--- config.mk ---
export PLATFORM = sky130hd
export DESIGN_NAME = ir_pulse_meter
export DESIGN_NICKNAME = d
export VERILOG_FILES = /design/src/rtl/ir_pkg.sv /design/src/rtl/ir_glitch_filter.sv /design/src/rtl/ir_pulse_meter.sv
export SDC_FILE = /design/constraint.sdc
export NUM_CORES = 1
export LEC_CHECK = 0
export ABC_CLOCK_PERIOD_IN_PS = 3000
export BUFFER_PORTS_ARGS = -buffer_cell sky130_fd_sc_hd__buf_2
export CORE_ASPECT_RATIO = 2
export CORE_MARGIN = 10
export CORE_UTILIZATION = 30
export DETAILED_ROUTE_END_ITERATION = 12
export PLACE_DENSITY = 0.51
export SYNTH_ARGS = -nofsm -noshare
export SYNTH_HDL_FRONTEND = slang
export SYNTH_SLANG_ARGS = --single-unit
--- constraint.sdc ---
create_clock -name CLOCK_50 -period 3 [get_ports CLOCK_50]
set_input_delay 0.15 -clock CLOCK_50 [delete_from_list [all_inputs] [get_ports CLOCK_50]]
set_output_delay 0.15 -clock CLOCK_50 [all_outputs]
set_load 0.005 [all_outputs]
--- src/rtl/ir_pkg.sv ---
// Shared types and NEC timing thresholds (in 50 MHz cycles) for the IR pulse meter.
package ir_pkg;

  localparam int CNT_W = 20;
  localparam logic [CNT_W-1:0] CNT_MAX = '1;

  localparam int NEC_LEAD_LOW_MIN  = 400000;
  localparam int NEC_LEAD_HIGH_MIN = 180000;
  localparam int NEC_REP_HIGH_MIN  = 90000;
  localparam int NEC_BIT_MIN       = 20000;
  localparam int NEC_BIT_LOW_MAX   = 40000;
  localparam int NEC_ONE_HIGH_MIN  = 41500;
  localparam int NEC_ONE_HIGH_MAX  = 100000;

  typedef enum logic [2:0] {
    SYM_ZERO   = 3'd0,
    SYM_ONE    = 3'd1,
    SYM_LEAD   = 3'd2,
    SYM_REPEAT = 3'd3,
    SYM_IDLE   = 3'd4,
    SYM_ERR    = 3'd5
  } sym_code_e;

  typedef enum logic [1:0] {
    ST_IDLE  = 2'd0,
    ST_LOW   = 2'd1,
    ST_HIGH  = 2'd2,
    ST_STUCK = 2'd3
  } state_e;

endpackage

--- src/rtl/ir_glitch_filter.sv ---
// Two-flop synchronizer followed by a persistence filter: the output follows
// the input only after FILT_LEN consecutive disagreeing cycles.
module ir_glitch_filter #(
  parameter int FILT_LEN = 16
) (
  input  logic CLOCK_50,
  input  logic RESET,
  input  logic din,
  output logic dout
);

  localparam int FW = $clog2(FILT_LEN + 1);

  logic          sync_p0;
  logic          sync_p1;
  logic [FW-1:0] filt_cnt;

  // Stage 0/1: metastability guard for the asynchronous receiver line
  always_ff @(posedge CLOCK_50 or posedge RESET) begin
    if (RESET) begin
      sync_p0 <= 1'b1;
      sync_p1 <= 1'b1;
    end else begin
      sync_p0 <= din;
      sync_p1 <= sync_p0;
    end
  end

  // Stage 2: any agreeing cycle restarts the run, so edge delay is identical both ways
  always_ff @(posedge CLOCK_50 or posedge RESET) begin
    if (RESET) begin
      dout     <= 1'b1;
      filt_cnt <= '0;
    end else if (sync_p1 == dout) begin
      filt_cnt <= '0;
    end else if (filt_cnt == FW'(FILT_LEN - 1)) begin
      dout     <= sync_p1;
      filt_cnt <= '0;
    end else begin
      filt_cnt <= filt_cnt + FW'(1);
    end
  end

endmodule

--- src/rtl/ir_pulse_meter.sv ---
// Measures filtered IR low/high phase lengths and classifies each pair as an
// NEC symbol, emitting a one-cycle strobe with the code and measured lengths.
module ir_pulse_meter
  import ir_pkg::*;
#(
  parameter int FILT_LEN      = 16,
  parameter int IDLE_TIMEOUT  = 550000,
  parameter int LEAD_LOW_MIN  = NEC_LEAD_LOW_MIN,
  parameter int LEAD_HIGH_MIN = NEC_LEAD_HIGH_MIN,
  parameter int REP_HIGH_MIN  = NEC_REP_HIGH_MIN,
  parameter int BIT_MIN       = NEC_BIT_MIN,
  parameter int BIT_LOW_MAX   = NEC_BIT_LOW_MAX,
  parameter int ONE_HIGH_MIN  = NEC_ONE_HIGH_MIN,
  parameter int ONE_HIGH_MAX  = NEC_ONE_HIGH_MAX
) (
  input  logic              CLOCK_50,
  input  logic              RESET,
  input  logic              IRDA_RXD,
  output logic              sym_valid,
  output logic [2:0]        sym_code,
  output logic [CNT_W-1:0]  low_len,
  output logic [CNT_W-1:0]  high_len,
  output logic              rx_level,
  output logic              busy
);

  localparam logic [CNT_W-1:0] TIMEOUT_C    = CNT_W'(IDLE_TIMEOUT);
  localparam logic [CNT_W-1:0] TH_LEAD_LOW  = CNT_W'(LEAD_LOW_MIN);
  localparam logic [CNT_W-1:0] TH_LEAD_HIGH = CNT_W'(LEAD_HIGH_MIN);
  localparam logic [CNT_W-1:0] TH_REP_HIGH  = CNT_W'(REP_HIGH_MIN);
  localparam logic [CNT_W-1:0] TH_BIT_MIN   = CNT_W'(BIT_MIN);
  localparam logic [CNT_W-1:0] TH_BIT_LOW   = CNT_W'(BIT_LOW_MAX);
  localparam logic [CNT_W-1:0] TH_ONE_MIN   = CNT_W'(ONE_HIGH_MIN);
  localparam logic [CNT_W-1:0] TH_ONE_MAX   = CNT_W'(ONE_HIGH_MAX);

  function automatic sym_code_e classify(input logic [CNT_W-1:0] lo,
                                         input logic [CNT_W-1:0] hi);
    if (lo >= TH_LEAD_LOW && hi >= TH_LEAD_HIGH)
      return SYM_LEAD;
    if (lo >= TH_LEAD_LOW && hi >= TH_REP_HIGH && hi < TH_LEAD_HIGH)
      return SYM_REPEAT;
    if (lo >= TH_BIT_MIN && lo <= TH_BIT_LOW && hi >= TH_BIT_MIN && hi < TH_ONE_MIN)
      return SYM_ZERO;
    if (lo >= TH_BIT_MIN && lo <= TH_BIT_LOW && hi >= TH_ONE_MIN && hi <= TH_ONE_MAX)
      return SYM_ONE;
    return SYM_ERR;
  endfunction

  state_e           state;
  state_e           state_nxt;
  logic             rx_prev_p1;
  logic             rise;
  logic             fall;
  logic             timeout;
  logic [CNT_W-1:0] cnt;
  logic [CNT_W-1:0] low_meas;

  logic             emit;
  sym_code_e        emit_code;
  logic [CNT_W-1:0] emit_low;
  logic [CNT_W-1:0] emit_high;
  logic             cnt_load;
  logic             cnt_clr;
  logic             low_latch;

  ir_glitch_filter #(
    .FILT_LEN (FILT_LEN)
  ) u_filter (
    .CLOCK_50 (CLOCK_50),
    .RESET    (RESET),
    .din      (IRDA_RXD),
    .dout     (rx_level)
  );

  // Stage 3: edge detect on the filtered level
  always_ff @(posedge CLOCK_50 or posedge RESET) begin
    if (RESET) rx_prev_p1 <= 1'b1;
    else       rx_prev_p1 <= rx_level;
  end

  assign rise    = ~rx_prev_p1 & rx_level;
  assign fall    = rx_prev_p1 & ~rx_level;
  assign timeout = (cnt == TIMEOUT_C);
  assign busy    = (state != ST_IDLE);

  always_ff @(posedge CLOCK_50 or posedge RESET) begin
    if (RESET) state <= ST_IDLE;
    else       state <= state_nxt;
  end

  // Falling edges win over a coincident timeout
  always_comb begin
    state_nxt = state;
    case (state)
      ST_IDLE:  if (fall) state_nxt = ST_LOW;
      ST_LOW: begin
        if (rise)         state_nxt = ST_HIGH;
        else if (timeout) state_nxt = ST_STUCK;
      end
      ST_HIGH: begin
        if (fall)         state_nxt = ST_LOW;
        else if (timeout) state_nxt = ST_IDLE;
      end
      ST_STUCK: if (rise) state_nxt = ST_IDLE;
      default:  state_nxt = ST_IDLE;
    endcase
  end

  always_comb begin
    emit      = 1'b0;
    emit_code = SYM_ERR;
    emit_low  = low_meas;
    emit_high = '0;
    cnt_load  = 1'b0;
    cnt_clr   = 1'b0;
    low_latch = 1'b0;
    case (state)
      ST_IDLE: begin
        if (fall) cnt_load = 1'b1;
        else      cnt_clr  = 1'b1;
      end
      ST_LOW: begin
        if (rise) begin
          low_latch = 1'b1;
          cnt_load  = 1'b1;
        end else if (timeout) begin
          emit      = 1'b1;
          emit_code = SYM_ERR;
          emit_low  = cnt;
        end
      end
      ST_HIGH: begin
        if (fall) begin
          emit      = 1'b1;
          emit_code = classify(low_meas, cnt);
          emit_high = cnt;
          cnt_load  = 1'b1;
        end else if (timeout) begin
          emit      = 1'b1;
          emit_code = SYM_IDLE;
          emit_high = TIMEOUT_C;
          cnt_clr   = 1'b1;
        end
      end
      ST_STUCK: if (rise) cnt_clr = 1'b1;
      default:  cnt_clr = 1'b1;
    endcase
  end

  // Phase counter saturates rather than wrapping on a dead line
  always_ff @(posedge CLOCK_50 or posedge RESET) begin
    if (RESET) begin
      cnt      <= '0;
      low_meas <= '0;
    end else begin
      if (cnt_clr)             cnt <= '0;
      else if (cnt_load)       cnt <= CNT_W'(1);
      else if (cnt != CNT_MAX) cnt <= cnt + CNT_W'(1);
      if (low_latch) low_meas <= cnt;
    end
  end

  // Stage 4: published symbol; lengths only move together with the strobe
  always_ff @(posedge CLOCK_50 or posedge RESET) begin
    if (RESET) begin
      sym_valid <= 1'b0;
      sym_code  <= '0;
      low_len   <= '0;
      high_len  <= '0;
    end else begin
      sym_valid <= emit;
      if (emit) begin
        sym_code <= emit_code;
        low_len  <= emit_low;
        high_len <= emit_high;
      end
    end
  end

endmodule

## Word level (Yosys, flattened, before mapping)

Index checks and enable logic that the tools add are counted.

| storage, ports and cells | value |
|---|---|
| register bits after elaboration | 95 |
| input bits | 3 |
| output and inout port bits | 46 |
| logic and storage cells | 112 |

| operators by class | value |
|---|---|
| $add $sub $neg | 2 |
| magnitude comparators | 10 |
| eq/ne operators | 11 |
| muxes and demuxes | 58 |
| bitwise gates (word level) | 5 |
| reductions and logical operators | 14 |

Operators with widths:

| operator | number |
|---|---|
| $mux 20 | 9 |
| $ge 20x15->1 const B | 2 |
| $mux 3 | 10 |
| $mux 1 | 27 |
| $add 20x1->20 const B | 1 |
| $eq 20x20->1 const B | 1 |
| $ge 20x16->1 const B | 1 |
| $ge 20x17->1 const B | 1 |
| $ge 20x18->1 const B | 1 |
| $ge 20x19->1 const B | 1 |
| $le 20x16->1 const B | 1 |
| $le 20x17->1 const B | 1 |
| $lt 20x16->1 const B | 1 |
| $lt 20x18->1 const B | 1 |
| $ne 20x20->1 const B | 1 |
| $mux 2 | 6 |
| $mux 5 | 2 |
| $logic_and 1x1->1 | 8 |
| $pmux 2 s4 | 1 |
| $ne 3x3->1 const B | 2 |
| $add 5x1->5 const B | 1 |
| $eq 5x4->1 const B | 1 |
| $eq 2x2->1 const B | 2 |
| $ne 2x2->1 const B | 2 |
| 12 further kinds | 16 |

## Depth between registers and ports, before layout

| logic depth | value |
|---|---|
| depth in word-level cells | 23 |
| gate-level depth with buffers | 11 |
| depth with buffers taken out | 8 |

## Cells and area by module

A second synthesis with hierarchy kept.

| unflattened totals | value |
|---|---|
| cells, all modules | 418 |
| area total of the unflattened synthesis | 4,613.2 um2 |

Modules (own cells, without submodules):

| module | instances | cells each | area each (um2) | sequential area each (um2) |
|---|---|---|---|---|
| ir_pulse_meter | 1 | 394 | 4,294.1 | 2,178.3 |
| ir_glitch_filter | 1 | 24 | 319.1 | 203.9 |

## Worst setup path before layout

OpenSTA, ideal clock, no wires.

| timing | value |
|---|---|
| path kind | reg-to-reg |
| start point | register state[1] |
| end point | register cnt[2] |
| library setup time | 0.120 ns |
| arrival time | 2.011 ns |
| required time | 2.880 ns |
| setup slack | 0.870 ns |
| stages on the path, launching flop included | 12 |
| path buffers | 4 |
| clock period less this slack | 2.130 ns |
| cells stage by stage | dfrtp_1 inv_1 ha_1 clkbuf_1 inv_1 or2_2 clkbuf_1 a21oi_1 nand2b_1 buf_2 buf_4 nor2_1 |

| between the ends | value |
|---|---|
| cells in the longest elaborated chain, start to end | 5 |
| elaborated cells between the ends (all ways) | 10 |
| those cells by class | 3 x eq/ne; 4 x mux; 3 x reduce/logical |

Ends and longest elaborated chain:

| element | RTL line | text |
|---|---|---|
| start: declaration | ir_pulse_meter.sv:49 | `state_e state;` |
| start signal: assignment | ir_pulse_meter.sv:88 | `else state <= state_nxt;` |
| $eq 2x2->1 or $logic_not 2->1 (tied branches) | ir_pulse_meter.sv:117 | `case (state)` |
| $reduce_or 2->1 (no line) | -- |  |
| $pmux 1 s2 | ir_pulse_meter.sv:117 |  |
| $mux 20 | ir_pulse_meter.sv:157 | `else if (cnt_load) cnt <= CNT_W'(1);` |
| $mux 20 | ir_pulse_meter.sv:156 | `if (cnt_clr) cnt <= '0;` |
| end signal: assignment | ir_pulse_meter.sv:158 | `else if (cnt != CNT_MAX) cnt <= cnt + CNT_W'(1);` |
| end: declaration | ir_pulse_meter.sv:55 | `logic [CNT_W-1:0] cnt;` |

Several ways; a longest one is shown, not always the timed one.
A chain may end at the register's enable or synchronous reset.

## Final worst setup path

| timing | value |
|---|---|
| start point | register cnt[0] |
| end point | register high_len[2] |

| between the ends | value |
|---|---|
| cells in the longest elaborated chain, start to end | 4 |
| elaborated cells between the ends (all ways) | 5 |
| those cells by class | 1 x eq/ne; 4 x mux |

Ends and longest elaborated chain:

| element | RTL line | text |
|---|---|---|
| $eq 20x20->1 * | ir_pulse_meter.sv:83 | `assign timeout = (cnt == TIMEOUT_C);` |
| $mux 1 * | ir_pulse_meter.sv:126, ir_pulse_meter.sv:138 |  |
| $mux 1 (on tied branches) | ir_pulse_meter.sv:133, ir_pulse_meter.sv:123 |  |
| $pmux 1 s2 * | ir_pulse_meter.sv:117 |  |
| end signal: assignment | ir_pulse_meter.sv:175 | `high_len <= emit_high;` |
| end: declaration | ir_pulse_meter.sv:22 | `output logic [CNT_W-1:0] high_len,` |

Every way passes the cells marked *; elsewhere a longest branch is shown, timed or not.

==> implementation parameters <==
Parameter                              Value

Drt
  Detailed-routing iteration count for the pre-antenna-repair pass ... 5
  Vias ... around 3,500
  Routed wire length per instance ... 18.01 um
  Drt via density ... just over 5
  Remaining design rule violation count ... 0
  Residual antenna-violating net count after detailed routing ... 0
  Initial DRC Count ... 229
  Total Routed Length ... 12.61 mm

Final layout
  Final nets ... ~510
  Proportion of layout cells with a drive suffix above 1 ... 20.99%
  Count of non-filler cells in the finished layout ... 700
  Layout overhead on the synthesized area ... 16.73%
  Area of all placed cells without fillers ... 5351 um2
  Count of fill cells added during filler insertion ... around 1,500
  Final antenna diode count ... 0
  Core occupancy in the finished layout ... 35.92%

Setup path
  Launch point of the critical path ... cnt[0]
  Reg2reg start ... cnt[0]
  Critical register-to-register path endpoint ... high_len[2]
  Critical path launch point type ... register
  Reg2Reg Setup Slack ... 0.33 ns
  R2R depth ... 8
  Crit path kind ... reg -> reg
  Required time of the worst setup path ... 3.24 ns
  CP Data Arrival Time ... 2.91 ns
  CP max FO ... 48
  Element type at the critical path end ... register

Timing
  Final setup vio count ... 0
  Relative slew margins ... 42.88%
  Fmax ... 373.9 MHz
  Worst Clk Skew ... 0.009908 ns
  Worst hold slack ... roughly 0.36 ns
  Total negative slack for setup checks ... 0 ns
  Final Hold Violating Endpoints ... 0
  Measured slew at the worst slew-check pin ... between 0.8 and 0.9 ns
  Share of the clock period used by the worst path after layout ... between 80% and 90%
  RSZ-0062 raised after global routing ... no
  Pins over their slew limit ... 0
  Setup slack of the critical path after layout ... 0.3256 ns
  Clock period minus worst slack ... 2.674 ns

Logic synthesis
  Largest family of logic cells by synthesized area ... simple AND/OR/NAND/NOR gates
  FF+latch count, synth ... 95
  Synth Area in Adders ... 2.183%
  Simple-Gate Fraction of Synth Area ... 19.76%
  Leading area contributor after synthesis ... sky130_fd_sc_hd__dfrtp_1
  Fraction of the yosys area taken by sequential cells ... 51.97%
  Synth async-reset ratio ... 100.0%
  Portion of synthesized cell area occupied by the leading cell type ... about half
  Post-synthesis xor/xnor area fraction ... between 3 and 4%
  Yosys warnings ... 0
  Portion of netlist area occupied by mux cells ... 5.731%
  Post-Syn Nets ... 471
  EDFF count, synth ... 0
  Post-Syn Instances ... 460
  Compound-cell area share of the yosys netlist ... 12.28%
  Post-synthesis area per instance ... 9.966 um2
  Cell types occupying the most area after synthesis ... sky130_fd_sc_hd__dfrtp_1 (50%), sky130_fd_sc_hd__nand2_1 (5.5%), sky130_fd_sc_hd__mux2_2 (4.4%)
  Count of unique library cells instantiated by Yosys ... about 60
  Post-Syn Area ... around 4600 um2
  Post-synth top flop ... sky130_fd_sc_hd__dfrtp_1

Global routing
  Gr ovfl total ... 0
  Global-route wire length before repair ... 20.33 mm
  Grt peak-use layer ... met2
  Met1 routing resource usage after global routing ... ~13%
  Met3 track utilization from global routing ... 1.856%
  GRT met2 Usage ... 22.22%
  Pin count of the biggest net entering global routing ... 50
  Number of global-route vias before repair ... roughly 3,700
  GRT Total Usage ... 12.40%
  Antenna violations before repair ... 0

Pwr
  Power per cell area ... 560.8 nW/um2
  Standby leakage power ... 2.540 nW
  Peak VDD IR ... 0.2174 mV
  Overall Power ... 3.001 mW

Clock tree
  H-Tree Level Count ... 3
  Inserted Clock Buffers ... 9
  Clock buffer depth ... 2
  Number of cells upsized or downsized after cts ... 0
  Sinks on Clock Net ... 95
  Later-pin clock latency in the skew report ... 0.35 ns
  Clock transition time at the flip-flop clock pins of the worst setup and hold paths ... 0.07 ns
  CTS tree ... built
  Post-CTS setup buffer count ... 0
  CTS Root Cell ... sky130_fd_sc_hd__clkbuf_16

Hold path
  Worst min-delay path endpoint ... u_filter.sync_p1
  Worst Min Path Start ... u_filter.sync_p0
  Hold Path Cell Cnt ... 0
  Classification of the worst-slack hold path ... reg -> reg

Die
  Io pins ... 49
  Effective utilization at floorplan ... 30.77%
  Die Wd ... 107.4 um
  Core Area ... 14,900 um2
  Die H ... 194.8 um
  Standard-cell row count ... 63
  Overall die area ... around 21,000 um2

Placed design
  Total cell area at the placement stage ... 5030 um2
  Dpl hpwl ... ~9.5 mm
  Placed instance count ... between 600 and 700
  Setup slack after placement ... ~0.34 ns
  Final estimated routing congestion in global placement ... roughly 0.85
  Port Buffers ... 48

Outcome
  Outcome ... completed

Job
  Number of max-capacitance violations reported ... 0
==> where the power goes <==
group	switching [mW]	internal, mW	leakage [nW]
Clock	0.487	0.672	0.143
Sequential	0.0670	1.33	1.30
Combinational	0.294	0.156	1.09
Total	0.847	2.15	2.54
==> cells in the mapped netlist, drive strengths merged (4+ instances only) <==
library cell / instances
xnor2: 12
inv: 13
nand2b: 5
a22o: 13
nand4: 7
nor3: 11
ha: 8
nor4: 8
nor2: 47
nand3: 19
xor2: 7
nand2: 67
clkbuf: 16
dfrtp: 91
buf: 16
o21ai: 33
mux2: 18
mux2i: 6
and3: 6
a21oi: 13
dfstp: 4
==> cell type report <==
type	count	area (um2)	area share (%)
sequential	95	2382	44.52
multi-input combinational	320	2006	37.48
timing repair buffer	61	367.9	6.874
clock buffer	12	246.5	4.606
tap	195	244.0	4.559
clock inverter	4	55.05	1.029
inverter	13	50.05	0.9352
==> layer usage <==
metal	vias up	wire, um
li1	1679	-
met1	1741	4718
met2	80	6904
met3	28	429
met4	0	556
met5	-	0
==> registers in the layout, indices dropped and copies added (netlist names) <==
| signal | flops |
|---|---|
| sym_code | 3 |
| high_len | 20 |
| u_filter.dout | 1 |
| low_len | 20 |
| low_meas | 20 |
| u_filter.sync_p0 | 1 |
| cnt | 20 |
| state | 2 |
| rx_prev_p1 | 1 |
| u_filter.filt_cnt | 5 |
| u_filter.sync_p1 | 1 |
| sym_valid | 1 |
==> worst max-delay path, cell delays in order, from the launching register on <==
cell and delay [ns]:
sky130_fd_sc_hd__dfrtp_1 0.42, sky130_fd_sc_hd__inv_1 0.14, sky130_fd_sc_hd__ha_1 0.16, sky130_fd_sc_hd__nor4b_1 0.40, sky130_fd_sc_hd__nand4_1 0.36, sky130_fd_sc_hd__nor3_1 0.41, sky130_fd_sc_hd__o21ai_4 0.19, sky130_fd_sc_hd__buf_12 0.21
sky130_fd_sc_hd__a22o_1 0.25
==> cells by family after synthesis <==
kind of cell / Yosys count
simple gates: 188
flops: 95
compound gates: 81
buf+inv: 45
mux: 24
xor+xnor: 19
fa+ha+maj: 8
==> cells in the final DEF (no fill, tap or decap), types with 2 or more instances in the layout <==
cell type,netlist,layout
sky130_fd_sc_hd__a21oi_1,13,13
sky130_fd_sc_hd__a22o_1,13,13
sky130_fd_sc_hd__a31oi_1,2,2
sky130_fd_sc_hd__and3_1,6,6
sky130_fd_sc_hd__buf_12,0,2
sky130_fd_sc_hd__buf_2,12,48
sky130_fd_sc_hd__buf_4,1,9
sky130_fd_sc_hd__clkbuf_1,15,2
sky130_fd_sc_hd__clkbuf_16,0,9
sky130_fd_sc_hd__clkinv_4,0,2
sky130_fd_sc_hd__dfrtp_1,91,91
sky130_fd_sc_hd__dfstp_2,4,4
sky130_fd_sc_hd__dlygate4sd3_1,0,2
sky130_fd_sc_hd__ha_1,8,8
sky130_fd_sc_hd__inv_1,12,11
sky130_fd_sc_hd__mux2_2,18,18
sky130_fd_sc_hd__mux2i_1,6,6
sky130_fd_sc_hd__nand2_1,67,67
sky130_fd_sc_hd__nand2b_1,5,5
sky130_fd_sc_hd__nand3_1,19,19
sky130_fd_sc_hd__nand4_1,7,7
sky130_fd_sc_hd__nand4bb_1,2,2
sky130_fd_sc_hd__nor2_1,47,47
sky130_fd_sc_hd__nor2b_1,2,2
sky130_fd_sc_hd__nor3_1,11,11
sky130_fd_sc_hd__nor4_1,8,8
sky130_fd_sc_hd__nor4b_1,2,2
sky130_fd_sc_hd__o211ai_1,3,3
sky130_fd_sc_hd__o21a_1,2,2
sky130_fd_sc_hd__o21ai_0,21,21
sky130_fd_sc_hd__o21ai_1,11,11
sky130_fd_sc_hd__or2_2,2,2
sky130_fd_sc_hd__or4_4,2,2
sky130_fd_sc_hd__xnor2_1,12,12
sky130_fd_sc_hd__xor2_1,7,7
==> worst max-delay path by stage <==
stage / to
2_1_floorplan: cnt[0]
3_3_place_gp: high_len[2]
3_5_place_dp: high_len[2]
4_1_cts: high_len[8]
5_1_grt: high_len[8]
6_report: high_len[2]
==> repair_timing <==
action,4_1_cts,5_1_grt
hold buffers,2,0
setup endpoints to repair,0,0
hold endpoints to repair,45,0
No activity file was read; power rests on OpenSTA's default activity.
